File: src/rtl/tree_adder_pkg.sv
// Shared definitions for the tree adder front end and its wrapper.
//   collector_state_e : operand collector FSM states
//   count_width(n)    : bits needed to hold a count of 0..n
package tree_adder_pkg;

    typedef enum logic {
        FILL = 1'b0,
        HOLD = 1'b1
    } collector_state_e;

    function automatic int count_width(input int n);
        return $clog2(n) + 1;
    endfunction

endpackage

File: src/rtl/tree_operand_collector.sv
// Streaming operand collector for the binary tree adder.
// Accepts one P-bit operand per cycle and assembles a group of up to
// INPUTS_AMOUNT operands into one registered vector. Groups closed early by
// in_last are zero-padded, so the downstream sum is unaffected.
//
// state | meaning
// FILL  | accepting operands into slots; in_ready=1, out_valid=0
// HOLD  | presenting the assembled vector; in_ready=0, out_valid=1
//
// Ports:
//   clk, rst_n            clock, async active-low reset
//   in_valid/in_ready     operand handshake
//   in_data               operand
//   in_last               operand closes the current group
//   in_signed             group signed mode, taken from the first operand
//   out_valid/out_ready   vector handshake
//   out_data              vector, element 0 = first operand of the group
//   out_count             number of real (non-pad) elements
//   out_signed            signed flag of the group
module tree_operand_collector
    import tree_adder_pkg::*;
#(
    parameter int INPUTS_AMOUNT = 8,
    parameter int P             = 8
) (
    input  logic                                   clk,
    input  logic                                   rst_n,
    input  logic                                   in_valid,
    output logic                                   in_ready,
    input  logic [P-1:0]                           in_data,
    input  logic                                   in_last,
    input  logic                                   in_signed,
    output logic                                   out_valid,
    input  logic                                   out_ready,
    output logic [P-1:0]                           out_data [INPUTS_AMOUNT],
    output logic [count_width(INPUTS_AMOUNT)-1:0]  out_count,
    output logic                                   out_signed
);

    localparam int              CW       = count_width(INPUTS_AMOUNT);
    localparam logic [CW-1:0]   LAST_IDX = CW'(INPUTS_AMOUNT - 1);

    if (INPUTS_AMOUNT < 2 || (INPUTS_AMOUNT & (INPUTS_AMOUNT - 1)) != 0) begin : g_bad_param
        $fatal(1, "tree_operand_collector: INPUTS_AMOUNT must be a power of 2 and >= 2");
    end

    collector_state_e r_state;
    collector_state_e w_next_state;
    logic [CW-1:0]    r_idx;
    logic [CW-1:0]    r_count;
    logic             r_sgn;
    logic [P-1:0]     r_slots [INPUTS_AMOUNT];
    logic             w_accept;
    logic             w_close;

    assign w_accept = in_valid && (r_state == FILL);
    assign w_close  = in_last || (r_idx == LAST_IDX);

    always_ff @(posedge clk or negedge rst_n) begin
        if (!rst_n) begin
            r_state <= FILL;
        end else begin
            r_state <= w_next_state;
        end
    end

    always_comb begin
        w_next_state = r_state;
        case (r_state)
            FILL: if (w_accept && w_close) w_next_state = HOLD;
            HOLD: if (out_ready)           w_next_state = FILL;
            default:                       w_next_state = FILL;
        endcase
    end

    always_ff @(posedge clk or negedge rst_n) begin
        if (!rst_n) begin
            r_idx   <= '0;
            r_count <= '0;
            r_sgn   <= 1'b0;
            for (int i = 0; i < INPUTS_AMOUNT; i++) begin
                r_slots[i] <= '0;
            end
        end else if (w_accept) begin
            for (int i = 0; i < INPUTS_AMOUNT; i++) begin
                if (r_idx == CW'(i)) r_slots[i] <= in_data;
            end
            if (r_idx == '0) r_sgn <= in_signed;
            r_idx <= r_idx + CW'(1);
            if (w_close) r_count <= r_idx + CW'(1);
        end else if (r_state == HOLD && out_ready) begin
            // Clearing on release keeps unwritten slots of the next short
            // group at zero, which is what makes the padding neutral.
            r_idx <= '0;
            for (int i = 0; i < INPUTS_AMOUNT; i++) begin
                r_slots[i] <= '0;
            end
        end
    end

    assign in_ready   = (r_state == FILL);
    assign out_valid  = (r_state == HOLD);
    assign out_data   = r_slots;
    assign out_count  = r_count;
    assign out_signed = r_sgn;

endmodule

File: config.mk
export PLATFORM = sky130hd
export DESIGN_NAME = tree_operand_collector
export DESIGN_NICKNAME = d
export VERILOG_FILES = /design/src/rtl/tree_adder_pkg.sv /design/src/rtl/tree_operand_collector.sv
export SDC_FILE = /design/constraint.sdc
export NUM_CORES = 1
export LEC_CHECK = 0
export ABC_AREA = 1
export ABC_CLOCK_PERIOD_IN_PS = 2400
export CAP_MARGIN = 5
export CORE_MARGIN = 5
export CORE_UTILIZATION = 30
export CTS_BUF_LIST = sky130_fd_sc_hd__clkbuf_2 sky130_fd_sc_hd__clkbuf_4 sky130_fd_sc_hd__clkbuf_8
export CTS_CLUSTER_DIAMETER = 40
export DETAILED_ROUTE_END_ITERATION = 8
export PLACE_DENSITY = 0.57
export SYNTH_ARGS = -nofsm -noshare
export SYNTH_HDL_FRONTEND = slang
export SYNTH_SLANG_ARGS = --single-unit
File: constraint.sdc
create_clock -name clk -period 2.4 [get_ports clk]
set_clock_uncertainty 0.2 [all_clocks]
set_input_delay 0.36 -clock clk [delete_from_list [all_inputs] [get_ports clk]]
set_output_delay 0.36 -clock clk [all_outputs]
set_load 0.05 [all_outputs]
* Word-level counts from Yosys, hierarchy flattened
Cells that the tools add are included.
Storage, ports and cells: register bits after elaboration 74, input bits 14, output and inout bits 71
Cells by class: add/subtract/negate cells 1, eq/ne operators 15, multiplexer cells 15, bitwise gates (word level) 1, reductions and logical operators 16
Operators by type and width (number):
- $mux 64 | 2
- $mux 8 | 8
- $reduce_and 2->1 | 10
- $eq 4x3->1 const B | 4
- $ne 2x1->1 const B | 8
- $eq 4x2->1 const B | 2
- $mux 4 | 2
- $add 4x1->4 const B | 1
- $eq 4x1->1 const B | 1
- $logic_not 4->1 | 1
- $logic_and 1x1->1 | 3
- $mux 1 | 2
- $pmux 1 s2 | 1
- $reduce_bool 2->1 | 1
- $logic_or 1x1->1 | 1
- $not 1->1 | 1

* Longest topological paths before layout
Gate-level depths: netlist of run 1.
depth after elaboration 5, mapped depth 7, depth with buffers taken out 6

* Worst setup path before layout of run 1
No wires, ideal clock.
path type reg2reg, start point register r_state, in the netlist out_valid, end point register r_count[3], in the netlist out_count[3], arrival time 1.450 ns, data required time 2.082 ns, setup slack 0.632 ns, cell stages (with the launch flop) 7, path buffers 1, clock period less this slack 1.768 ns, cells stage by stage dfrtp_1 inv_2 nand2_2 buf_4 o21ai_0 nand2_1 nand2_1
On the way: cells in the longest elaborated chain, start to end 3
Ends and longest elaborated chain:
- start: declaration | RTL line tree_operand_collector.sv:47 | collector_state_e r_state;
- start signal: assignment | RTL line tree_operand_collector.sv:63 | r_state <= w_next_state;
- $not 1->1
- named net in_ready | RTL line tree_operand_collector.sv:29 | output logic in_ready,
- $logic_and 1x1->1 | RTL line tree_operand_collector.sv:56 | assign w_accept = in_valid && (r_state == FILL);
- $reduce_and 2->1 (no source line)
- end signal: assignment | RTL line tree_operand_collector.sv:90 | if (w_close) r_count <= r_idx + CW'(1);
- end: declaration | RTL line tree_operand_collector.sv:50 | logic [CW-1:0] r_count;
The timed path passes the listed nets, and every way through them passes these cells. A chain may end at the register's enable or synchronous reset.

* Worst setup path after layout of run 1
start point register r_state, in the netlist out_valid, end point output in_ready
On the way: cells in the longest elaborated chain, start to end 1
Ends and longest elaborated chain (RTL line):
- $not 1->1
- end: declaration | tree_operand_collector.sv:29
Every way passes these cells.

==> run summary, run 1 <==
ANT nets after route = 0
final setup vio count = 0
Synth area leader = dfrtp_1
RSZ-0062 raised after global routing = false
CP peak stage delay = 0.81 ns
Max VDD drop = 493.1 uV
CTS Buf Count = 9
clock latency on the worst-skew pair = 0.35 ns
Synth top area share = 0.5829
core area = 10320 um2
critical path data required time = 1.84 ns
Avg Cell Area, Syn = 8.752 um2
Synth area leaders = dfrtp_1 (58%), nand2_1 (18%), nand3_1 (12%)
CTS max path bufs = 2
PostCTS Resize Cnt = 0
total number of vias = 2808
first-pass GRT wire length = 15.02 mm
Wirelength per Cell = 15.69 um
final-report max-slew violation count = 0
die area = 12750 um2
FMAX = 435.7 MHz
most frequent cell after synthesis = nand2_1
total track usage = 0.1508
CP max-delay cell = clkdlybuf4s50_1
clk root buf = clkbuf_8
dpl ws = 0.1410 ns
Worst-Margin Slew = 0.6278 ns
routed vias/inst = 4.719
Max Cap Viol = 0
reg-to-reg critical path startpoint = out_valid$_DFF_PN0_
clock slew at reported path FFs = 0.07 ns
clock period minus worst slack = 2.295 ns
H-tree depth = 3
Sink Count = 74
total grt overflow = 0
Final Cycle Share = 0.9562
Initial Utilization = 0.3077
Setup WS post-layout = 0.1050 ns
DP HPWL = 6.600 mm
largest net degree at the start of global routing = 36
cell count after synthesis = 363
Slew HR = 0.5815
# IOs = 85
syn nets = 381
Synth top cells by count = nand2_1 (151), dfrtp_1 (74), nand3_1 (73)
Port Buffers = 84
hold path startpoint = out_count[0]$_DFFE_PN0P_
GPL Wtd Cong = 0.8667
First-pass DRT Iterations = 5
post-synthesis sequential area ratio = 0.5829
Final Hold Vio Count = 0
initial drt markers = 109
worst path arrival time = 1.73 ns
status = complete, no violations
Min-Delay Path Class = flip-flop to flip-flop
CTS tree = yes
dominant synthesized flop cell = dfrtp_1
Worst setup EP type = output pin
chip width = 112.9 um
Fillers = 1024
pwr dens = 1293 nW/um2
total wire length = 9.334 mm
initial antenna violation count = 0
critical path's top delay family = buffers and inverters
final setup TNS = 0 ns
Syn-to-layout area delta = 38.95%
FP Rows = 37
crit path max fanout = 4
Synth async-reset ratio = 1.000
#FFs+latches synth = 74
Synth Warn # = 0
depth of the most critical reg-to-reg path = 5
RR Endpoint = out_data[59]$_DFFE_PN0P_
WHS Path Cells = 2
Worst R2R Setup Slack = 0.57 ns
EDFF count, synth = 0
WS Path Type = flip-flop to output pin
library cells used by synthesis = 18
Worst Path Buf+Inv = 2
layout cells sized above 1 = 0.1111
number of global-route vias before repair = 2807
DRC errors left = 0
crit path launch type = flip-flop
Total Nets Final = 474
cells along the critical path = inv_2 -> clkdlybuf4s50_1
# diodes = 0
P_leak = 2.233 nW
Min-Delay Endpoint = out_count[0]$_DFFE_PN0P_
synthesized area = 3177 um2
Die Y = 112.9 um
==> how the worst max path moves through the flow <==
stage	start	to	slack, ns	cells after the start
after global routing	out_valid$_DFF_PN0_	in_ready	0.04	2
after floorplan	out_valid$_DFF_PN0_	out_count[3]$_DFFE_PN0P_	0.63	6
after CTS	out_valid$_DFF_PN0_	in_ready	0.08	2
after global placement	in_valid	out_data[59]$_DFFE_PN0P_	0.17	7
final	out_valid$_DFF_PN0_	in_ready	0.11	2
after detailed placement	in_valid	out_data[58]$_DFFE_PN0P_	0.14	7
==> metrics by stage <==
stage                     instances  instance area, um2    util  hold slack [ns]  total power [mW]
after floorplan                 363                3177       -          -0.1356             3.761
after global placement          580                4218  0.4086           0.2072             4.782
after detailed placement        580                4218  0.4086           0.2104             4.809
after CTS                       595                4414  0.4276           0.2818             5.772
after global routing            595                4414  0.4276           0.2909             6.015
final                           595                4414  0.4276           0.2801             5.706
==> worst reg2reg max path, cell delays in order, from the launching register on <==
cell     delay, ns
dfrtp_1       0.47
nor2_4        0.31
nand3_1       0.38
nand2_2       0.27
nand2_1       0.08
nand2_1       0.08
==> report_power, final <==
group	switching, mW	internal (mW)
Clock	0.462	0.484
Combinational	1.97	0.887
Sequential	0.276	1.63
Total	2.70	3.00
==> registers in the layout (all words and copies together), names as in the netlist <==
name	flops
out_data	64
r_idx	4
out_signed	1
out_valid	1
out_count	4
==> kinds of logic (layout without fill, tap and decap cells) <==
family          after synthesis  in the layout  synth area share
compound gates                8              8           0.01260
xor+xnor                      1              1          0.002757
fa+ha+maj                     4              4           0.01575
buf+inv                      29            125           0.03781
flops                        74             74            0.5829
simple gates                247            247            0.3482
==> layout make-up <==
class	instances	area (um2)	area share
Inverter	18	67.56	0.01531
Multi-Input combinational cell	260	1207	0.2735
Sequential cell	74	1852	0.4195
Clock inverter	4	55.05	0.01247
Tap cell	136	170.2	0.03855
Timing Repair Buffer	93	930.9	0.2109
Clock buffer	10	131.4	0.02976
==> what timing repair did <==
item | 4_1_cts | 5_1_grt
hold buffers | 1 | 0
hold endpoints to repair | 23 | 0
buffers inserted | 0 | 0
==> per-layer routing <==
metal / GRT usage / up-vias / part of all wire
li1: - / 1346 / -
met1: 0.2092 / 1356 / 0.47
met2: 0.2322 / 96 / 0.46
met3: 0.04385 / 10 / 0.058
met4: 0.03846 / 0 / 0.012
met5: 0 / - / 0
==> cell usage in the layout, fill, tap and decap left out <==
| cell | n |
|---|---|
| nand2_1 | 150 |
| clkdlybuf4s50_1 | 83 |
| dfrtp_1 | 74 |
| nand3_1 | 73 |
| inv_1 | 12 |
| clkbuf_8 | 9 |
| nor2_2 | 8 |
| inv_2 | 6 |
| nand2_2 | 6 |
| nand3_2 | 6 |
| buf_4 | 6 |
| o21ai_0 | 5 |
| ha_1 | 4 |
| o21ai_1 | 3 |
| nor2_4 | 2 |
| clkinv_4 | 2 |
| buf_12 | 2 |
| xor2_1 | 1 |
| nand4_1 | 1 |
| nor2_1 | 1 |
| clkinvlp_4 | 1 |
| bufinv_16 | 1 |
| clkbuf_4 | 1 |
| dlygate4sd3_1 | 1 |
| buf_2 | 1 |
Note: power is estimated with default switching activity, not from simulation.
==> run 2: changes to the inputs <==
--- a/config.mk
+++ b/config.mk
@@ -5,13 +5,14 @@
 export SDC_FILE = /design/constraint.sdc
 export NUM_CORES = 1
 export LEC_CHECK = 0
-export ABC_AREA = 1
+export ABC_AREA = 0
 export ABC_CLOCK_PERIOD_IN_PS = 2400
 export CAP_MARGIN = 5
 export CORE_MARGIN = 5
 export CORE_UTILIZATION = 30
 export CTS_BUF_LIST = sky130_fd_sc_hd__clkbuf_2 sky130_fd_sc_hd__clkbuf_4 sky130_fd_sc_hd__clkbuf_8
 export CTS_CLUSTER_DIAMETER = 40
+export CTS_CLUSTER_SIZE = 30
 export DETAILED_ROUTE_END_ITERATION = 8
 export PLACE_DENSITY = 0.57
 export SYNTH_ARGS = -nofsm -noshare
==> run 2 against run 1 <==
- global-route usage decreased by 1.2 points
- sequential power decreased by 4%
- synthesized area increased by 2.2%
- clock-buffer cell count unchanged
- power decreased by 0.86%
- flip-flop and latch count unchanged
- non-clock buffer count increased by 2
==> run summary, run 2 <==
routed vias/inst = 4.888 (was 4.719)
Die Y = 114.1 um (was 112.9 um)
EDFF count, synth = 0 (unchanged)
#FFs+latches synth = 74 (unchanged)
total wire length = 8.633 mm (was 9.334 mm)
CTS max path bufs = 2 (unchanged)
library cells used by synthesis = 28 (was 18)
Wirelength per Cell = 17.20 um (was 15.69 um)
# placed instances = 486 (was 580)
worst path arrival time = 1.73 ns (about the same)
pwr dens = 1266 nW/um2 (was 1293 nW/um2)
dpl ws = 0.1358 ns (was 0.1410 ns)
die area = 13010 um2 (was 12750 um2)
DRC errors left = 0 (unchanged)
chip width = 114.1 um (was 112.9 um)
Final Hold Vio Count = 0 (unchanged)
number of global-route vias before repair = 2481 (was 2807)
most frequent cells in the layout = clkdlybuf4s50_1 (83), dfrtp_1 (74), nand2_1 (37), nand4_1 (32), mux2_2 (28) (was nand2_1 (150), clkdlybuf4s50_1 (83), dfrtp_1 (74), nand3_1 (73), inv_1 (12))
Min-Delay Path Class = flip-flop to flip-flop (unchanged)
crit path launch type = flip-flop (unchanged)
CP max-delay cell = clkdlybuf4s50_1 (unchanged)
Finished Layout Cells = 502 (was 595)
FMAX = 437.6 MHz (was 435.7 MHz)
most frequent cell after synthesis = dfrtp_1 (was nand2_1)
core area = 10750 um2 (was 10320 um2)
Slew HR = 0.6519 (was 0.5815)
post-synthesis sequential area ratio = 0.5701 (was 0.5829)
WHS Path Cells = 1 (was 2)
Port Buffers = 84 (unchanged)
largest net degree at the start of global routing = 75 (was 36)
CTS Buf Count = 9 (unchanged)
clock latency on the worst-skew pair = 0.34 ns (was 0.35 ns)
final setup TNS = 0 ns (unchanged)
initial drt markers = 118 (was 109)
CP peak stage delay = 0.80 ns (was 0.81 ns)
syn nets = 293 (was 381)
depth of the most critical reg-to-reg path = 4 (was 5)
P_leak = 1.927 nW (was 2.233 nW)
Total Nets Final = 376 (was 474)
dominant synthesized flop cell = dfrtp_1 (unchanged)
crit path launch = out_valid$_DFF_PN0_ (unchanged)
Synth async-reset ratio = 1.000 (unchanged)
Post-DP Area = 4245 um2 (was 4218 um2)
reg-to-reg critical path startpoint = r_idx[2]$_DFFE_PN0P_ (was out_valid$_DFF_PN0_)
Avg Cell Area, Syn = 11.81 um2 (was 8.752 um2)
synthesized area = 3248 um2 (was 3177 um2)
# IOs = 85 (unchanged)
status = complete, no violations (unchanged)
Synth Warn # = 0 (unchanged)
H-tree depth = 3 (unchanged)
hold path startpoint = out_signed$_DFFE_PN0P_ (was out_count[0]$_DFFE_PN0P_)
PostCTS Resize Cnt = 0 (unchanged)
RSZ-0062 raised after global routing = false (unchanged)
total track usage = 0.1385 (was 0.1508)
CTS tree = yes (unchanged)
Power, Total = 5.657 mW (was 5.706 mW)
most common cell after layout, fill and taps aside = clkdlybuf4s50_1 (was nand2_1)
Synth area leader = dfrtp_1 (unchanged)
WS Path Type = flip-flop to output pin (unchanged)
crit path max fanout = 7 (was 4)
number of flip-flops in the largest register = 64 (unchanged)
final setup vio count = 0 (unchanged)
total grt overflow = 0 (unchanged)
Final Cycle Share = 0.9522 (was 0.9562)
Synth area leaders = dfrtp_1 (57%), mux2_2 (9.7%), nand4_1 (6.2%) (was dfrtp_1 (58%), nand2_1 (18%), nand3_1 (12%))
Worst R2R Setup Slack = 0.49 ns (was 0.57 ns)
DP HPWL = 5.964 mm (was 6.600 mm)
clock slew at reported path FFs = 0.08 ns (was 0.07 ns)
FP Rows = 38 (was 37)
Synth top area share = 0.5701 (was 0.5829)
cell count after synthesis = 275 (was 363)
Worst setup EP type = output pin (unchanged)
first-pass GRT wire length = 14.08 mm (was 15.02 mm)
Sink Count = 74 (unchanged)
cells along the critical path = inv_1 -> clkdlybuf4s50_1 (was inv_2 -> clkdlybuf4s50_1)
final-report max-slew violation count = 0 (unchanged)
total number of vias = 2454 (was 2808)
Worst Path Buf+Inv = 2 (unchanged)
Worst-Margin Slew = 0.5205 ns (was 0.6278 ns)
# diodes = 0 (unchanged)
register area = 1852 um2 (unchanged)
Synth top cells by count = dfrtp_1 (74), nand2_1 (37), nand4_1 (32) (was nand2_1 (151), dfrtp_1 (74), nand3_1 (73))
Min-Delay Endpoint = out_signed$_DFFE_PN0P_ (was out_count[0]$_DFFE_PN0P_)
Fillers = 1072 (was 1024)
GPL Wtd Cong = 0.7380 (was 0.8667)
RR Endpoint = out_data[13]$_DFFE_PN0P_ (was out_data[59]$_DFFE_PN0P_)
layout cells sized above 1 = 0.1906 (was 0.1111)
critical path data required time = 1.84 ns (about the same)
clk root buf = clkbuf_8 (unchanged)
Max VDD drop = 598.9 uV (was 493.1 uV)
ANT nets after route = 0 (unchanged)
Syn-to-layout area delta = 37.52% (was 38.95%)
fin area = 4467 um2 (was 4414 um2)
Setup WS post-layout = 0.1146 ns (was 0.1050 ns)
Max Cap Viol = 0 (unchanged)
Initial Utilization = 0.3023 (was 0.3077)
First-pass DRT Iterations = 4 (was 5)
critical path's top delay family = buffers and inverters (unchanged)
multi-input logic area = 1271 um2 (was 1207 um2)
initial antenna violation count = 0 (unchanged)
clock period minus worst slack = 2.285 ns (was 2.295 ns)
-- run 2: layout make-up --
| cell class | count | share of cell area |
|---|---|---|
| clock buffers | 10 | 0.02941 |
| repair buffers | 95 | 0.2118 |
| clock inverters | 5 | 0.01793 |
| inverters | 3 | 0.002521 |
| flip-flops and latches | 74 | 0.4146 |
| well taps | 140 | 0.03922 |
| multi-input cells | 175 | 0.2846 |
-- run 2: where the power goes --
part | internal [mW] | switching [mW] | total, mW
registers | 1.60 | 0.234 | 1.84
clock network | 0.590 | 0.452 | 1.04
logic | 0.939 | 1.84 | 2.78
-- run 2: layer usage --
metal / GRT usage / vias up / routed length [um]
met3: 0.03541 / 12 / 565
met2: 0.2080 / 85 / 4074
met4: 0.04513 / 0 / 109
met5: 0 / - / 0
met1: 0.1958 / 1210 / 3883
li1: - / 1147 / -
-- run 2: worst max path at each step --
| stage | to | depth (start not counted) |
|---|---|---|
| 3_5_place_dp | out_data[2]$_DFFE_PN0P_ | 4 |
| 5_1_grt | in_ready | 2 |
| 4_1_cts | in_ready | 2 |
| 2_1_floorplan | out_data[0]$_DFFE_PN0P_ | 5 |
| 3_3_place_gp | out_data[7]$_DFFE_PN0P_ | 4 |
| 6_report | in_ready | 2 |
-- run 2: cells by family (layout without fill, tap and decap cells) --
logic type / after synthesis / after routing / share of synthesized area
AO/OA/AOI/OAI: 42 / 42 / 0.08436
flip-flops: 74 / 74 / 0.5701
adder cells (fa/ha/maj): 4 / 4 / 0.01541
multiplexers: 38 / 38 / 0.1406
XOR/XNOR: 2 / 2 / 0.005394
buffers and inverters: 26 / 113 / 0.04083
AND/OR/NAND/NOR: 89 / 89 / 0.1433
-- run 2: metrics by stage --
step,utilization,hold WS (ns)
final,0.4157,0.2914
after global routing,0.4157,0.3142
after CTS,0.4157,0.2984
after detailed placement,0.3951,0.2263
after global placement,0.3951,0.2260
after floorplan,-,-0.1356
-- run 2: repair_timing --
action / 4_1_cts / 5_1_grt
hold buffers: 1 / 0
setup endpoints to repair: 0 / 0
endpoints found under the hold margin: 74 / 0
setup buffers: 0 / 0
==> run 3: changes to the inputs <==
--- a/config.mk
+++ b/config.mk
@@ -10,11 +10,12 @@
 export CAP_MARGIN = 5
 export CORE_MARGIN = 5
 export CORE_UTILIZATION = 30
-export CTS_BUF_LIST = sky130_fd_sc_hd__clkbuf_2 sky130_fd_sc_hd__clkbuf_4 sky130_fd_sc_hd__clkbuf_8
+export CTS_BUF_LIST = sky130_fd_sc_hd__clkbuf_4
 export CTS_CLUSTER_DIAMETER = 40
 export CTS_CLUSTER_SIZE = 30
 export DETAILED_ROUTE_END_ITERATION = 8
 export PLACE_DENSITY = 0.57
+export SLEW_MARGIN = 0
 export SYNTH_ARGS = -nofsm -noshare
 export SYNTH_HDL_FRONTEND = slang
 export SYNTH_SLANG_ARGS = --single-unit
==> run 3 against run 2 <==
- cell area shrank 1.2%
- clock-buffer cell count unchanged
- hold slack improved by 0.0099 ns
- sequential share of layout area is 0.52 points higher
- largest cell class unchanged
- maximum frequency increased by 5.2%
- sequential power hardly changed
- largest power group unchanged
- global-route usage decreased by 0.089 points
- worst setup slack improved by 0.11 ns
==> run summary, run 3 (same netlist as run 2, synthesis figures left out) <==
Worst-Margin Slew = 0.5205 ns (about the same)
status = complete, no violations (unchanged)
CTS Buf Count = 9 (unchanged)
depth of the most critical reg-to-reg path = 4 (unchanged)
core area = 10750 um2 (unchanged)
number of global-route vias before repair = 2467 (was 2481)
Setup WS post-layout = 0.2280 ns (was 0.1146 ns)
cells along the critical path = clkdlybuf4s50_1 (was inv_1 -> clkdlybuf4s50_1)
clock period minus worst slack = 2.172 ns (was 2.285 ns)
hold path startpoint = out_signed$_DFFE_PN0P_ (unchanged)
final setup vio count = 0 (unchanged)
WS Path Type = flip-flop to output pin (unchanged)
CP max-delay cell = clkdlybuf4s50_1 (unchanged)
Initial Utilization = 0.3023 (unchanged)
critical path's top delay family = buffers and inverters (unchanged)
Fillers = 1079 (was 1072)
final setup TNS = 0 ns (unchanged)
H-tree depth = 3 (unchanged)
FMAX = 460.4 MHz (was 437.6 MHz)
final-report max-slew violation count = 0 (unchanged)
clock slew at reported path FFs = 0.13 ns (was 0.08 ns)
clock latency on the worst-skew pair = 0.39 ns (was 0.34 ns)
# IOs = 85 (unchanged)
Worst setup EP type = output pin (unchanged)
first-pass GRT wire length = 14.01 mm (was 14.08 mm)
Total Nets Final = 376 (unchanged)
RSZ-0062 raised after global routing = false (unchanged)
# diodes = 0 (unchanged)
total wire length = 8.612 mm (was 8.633 mm)
crit path launch = out_data[51]$_DFFE_PN0P_ (was out_valid$_DFF_PN0_)
Die Y = 114.1 um (unchanged)
Port Buffers = 84 (unchanged)
Worst R2R Setup Slack = 0.48 ns (was 0.49 ns)
P_leak = 1.916 nW (was 1.927 nW)
Slew HR = 0.6519 (about the same)
CTS tree = yes (unchanged)
Max Cap Viol = 0 (unchanged)
Final Hold Vio Count = 0 (unchanged)
register area = 1852 um2 (unchanged)
Sink Count = 74 (unchanged)
GPL Wtd Cong = 0.7380 (unchanged)
Wirelength per Cell = 17.16 um (was 17.20 um)
First-pass DRT Iterations = 4 (unchanged)
FP Rows = 38 (unchanged)
Critical Path Sink = out_data[51] (was in_ready)
Max VDD drop = 585.8 uV (was 598.9 uV)
total track usage = 0.1376 (was 0.1385)
initial drt markers = 96 (was 118)
CTS max path bufs = 2 (unchanged)
routed vias/inst = 4.841 (was 4.888)
die area = 13010 um2 (unchanged)
reg-to-reg critical path startpoint = r_idx[2]$_DFFE_PN0P_ (unchanged)
DP HPWL = 5.964 mm (unchanged)
crit path max fanout = 2 (was 7)
Worst Path Buf+Inv = 1 (was 2)
initial antenna violation count = 0 (unchanged)
critical path data required time = 1.84 ns (about the same)
ANT nets after route = 0 (unchanged)
RR Endpoint = out_data[13]$_DFFE_PN0P_ (unchanged)
total number of vias = 2430 (was 2454)
Syn-to-layout area delta = 35.82% (was 37.52%)
WP depth = 1 (was 2)
dpl ws = 0.1358 ns (unchanged)
worst path arrival time = 1.61 ns (was 1.73 ns)
most frequent cells in the layout = clkdlybuf4s50_1 (81), dfrtp_1 (74), nand2_1 (37), nand4_1 (32), mux2_2 (28) (was clkdlybuf4s50_1 (83), dfrtp_1 (74), nand2_1 (37), nand4_1 (32), mux2_2 (28))
Final Cycle Share = 0.9050 (was 0.9522)
layout cells sized above 1 = 0.1906 (unchanged)
crit path launch type = flip-flop (unchanged)
number of flip-flops in the largest register = 64 (unchanged)
CP peak stage delay = 0.82 ns (was 0.80 ns)
multi-input logic area = 1271 um2 (unchanged)
total grt overflow = 0 (unchanged)
pwr dens = 1239 nW/um2 (was 1266 nW/um2)
most common cell after layout, fill and taps aside = clkdlybuf4s50_1 (unchanged)
hold slack = 0.3013 ns (was 0.2914 ns)
DRC errors left = 0 (unchanged)
Min-Delay Path Class = flip-flop to flip-flop (unchanged)
clk root buf = clkbuf_4 (was clkbuf_8)
chip width = 114.1 um (unchanged)
largest net degree at the start of global routing = 75 (unchanged)
[run 3: changes by cell type in the layout (fill, tap and decap cells not counted)]
cell	change
dlymetal6s2s_1	+1
dlygate4sd2_1	+1
clkdlybuf4s50_1	-2
clkbuf_8	-9
clkbuf_4	+9
[run 3: metal layers]
layer  vias up  track usage  share of wire
li1       1144            -              -
met2        74       0.2061           0.46
met3        12      0.03383          0.060
met1      1200       0.1978           0.47
met4         0      0.04038          0.012
met5         -            0              0
[run 3: worst min path at each step]
stage	to	cells past startpoint	slack, ns
2_1_floorplan	out_count[0]$_DFFE_PN0P_	0	-0.14
3_3_place_gp	out_data[26]$_DFFE_PN0P_	2	0.23
3_5_place_dp	out_data[26]$_DFFE_PN0P_	2	0.23
4_1_cts	out_data[26]$_DFFE_PN0P_	3	0.31
5_1_grt	out_signed$_DFFE_PN0P_	2	0.31
6_report	out_signed$_DFFE_PN0P_	1	0.30
[run 3: cell type report]
| cell class | instances | share of cell area |
|---|---|---|
| sequential | 74 | 0.4197 |
| multi-input combinational | 175 | 0.2881 |
| timing repair buffer | 95 | 0.2147 |
| tap | 140 | 0.03971 |
| clock inverter | 5 | 0.01815 |
| clock buffer | 10 | 0.01702 |
| inverter | 3 | 0.002552 |
[run 3: timing repair]
action	4_1_cts	5_1_grt
cloned	0	0
endpoints found under the hold margin	74	0
setup buffers	0	0
endpoints found under the setup margin	1	1
resized for setup	1	1
hold buffers	1	0
[run 3: worst register-to-register path, cell delays in order (launching register included)]
cell and delay [ns]:
dfrtp_1 0.48, nor2b_1 0.34, buf_4 0.29, and3_1 0.38
o21ai_1 0.12
[run 3: through the flow]
step	util	total power, mW	instance area [um2]	cells
after global routing	0.4106	5.769	4412	502
after CTS	0.4103	5.544	4409	502
final	0.4106	5.464	4412	502
after global placement	0.3951	4.643	4245	486
after floorplan	-	3.672	3248	275
after detailed placement	0.3951	4.662	4245	486
[run 3: where the power goes]
part | leakage (nW) | switching [mW] | internal, mW | total (mW)
logic | 0.850 | 1.84 | 0.937 | 2.78
clock network | 0.0785 | 0.428 | 0.427 | 0.855
registers | 0.987 | 0.233 | 1.60 | 1.83
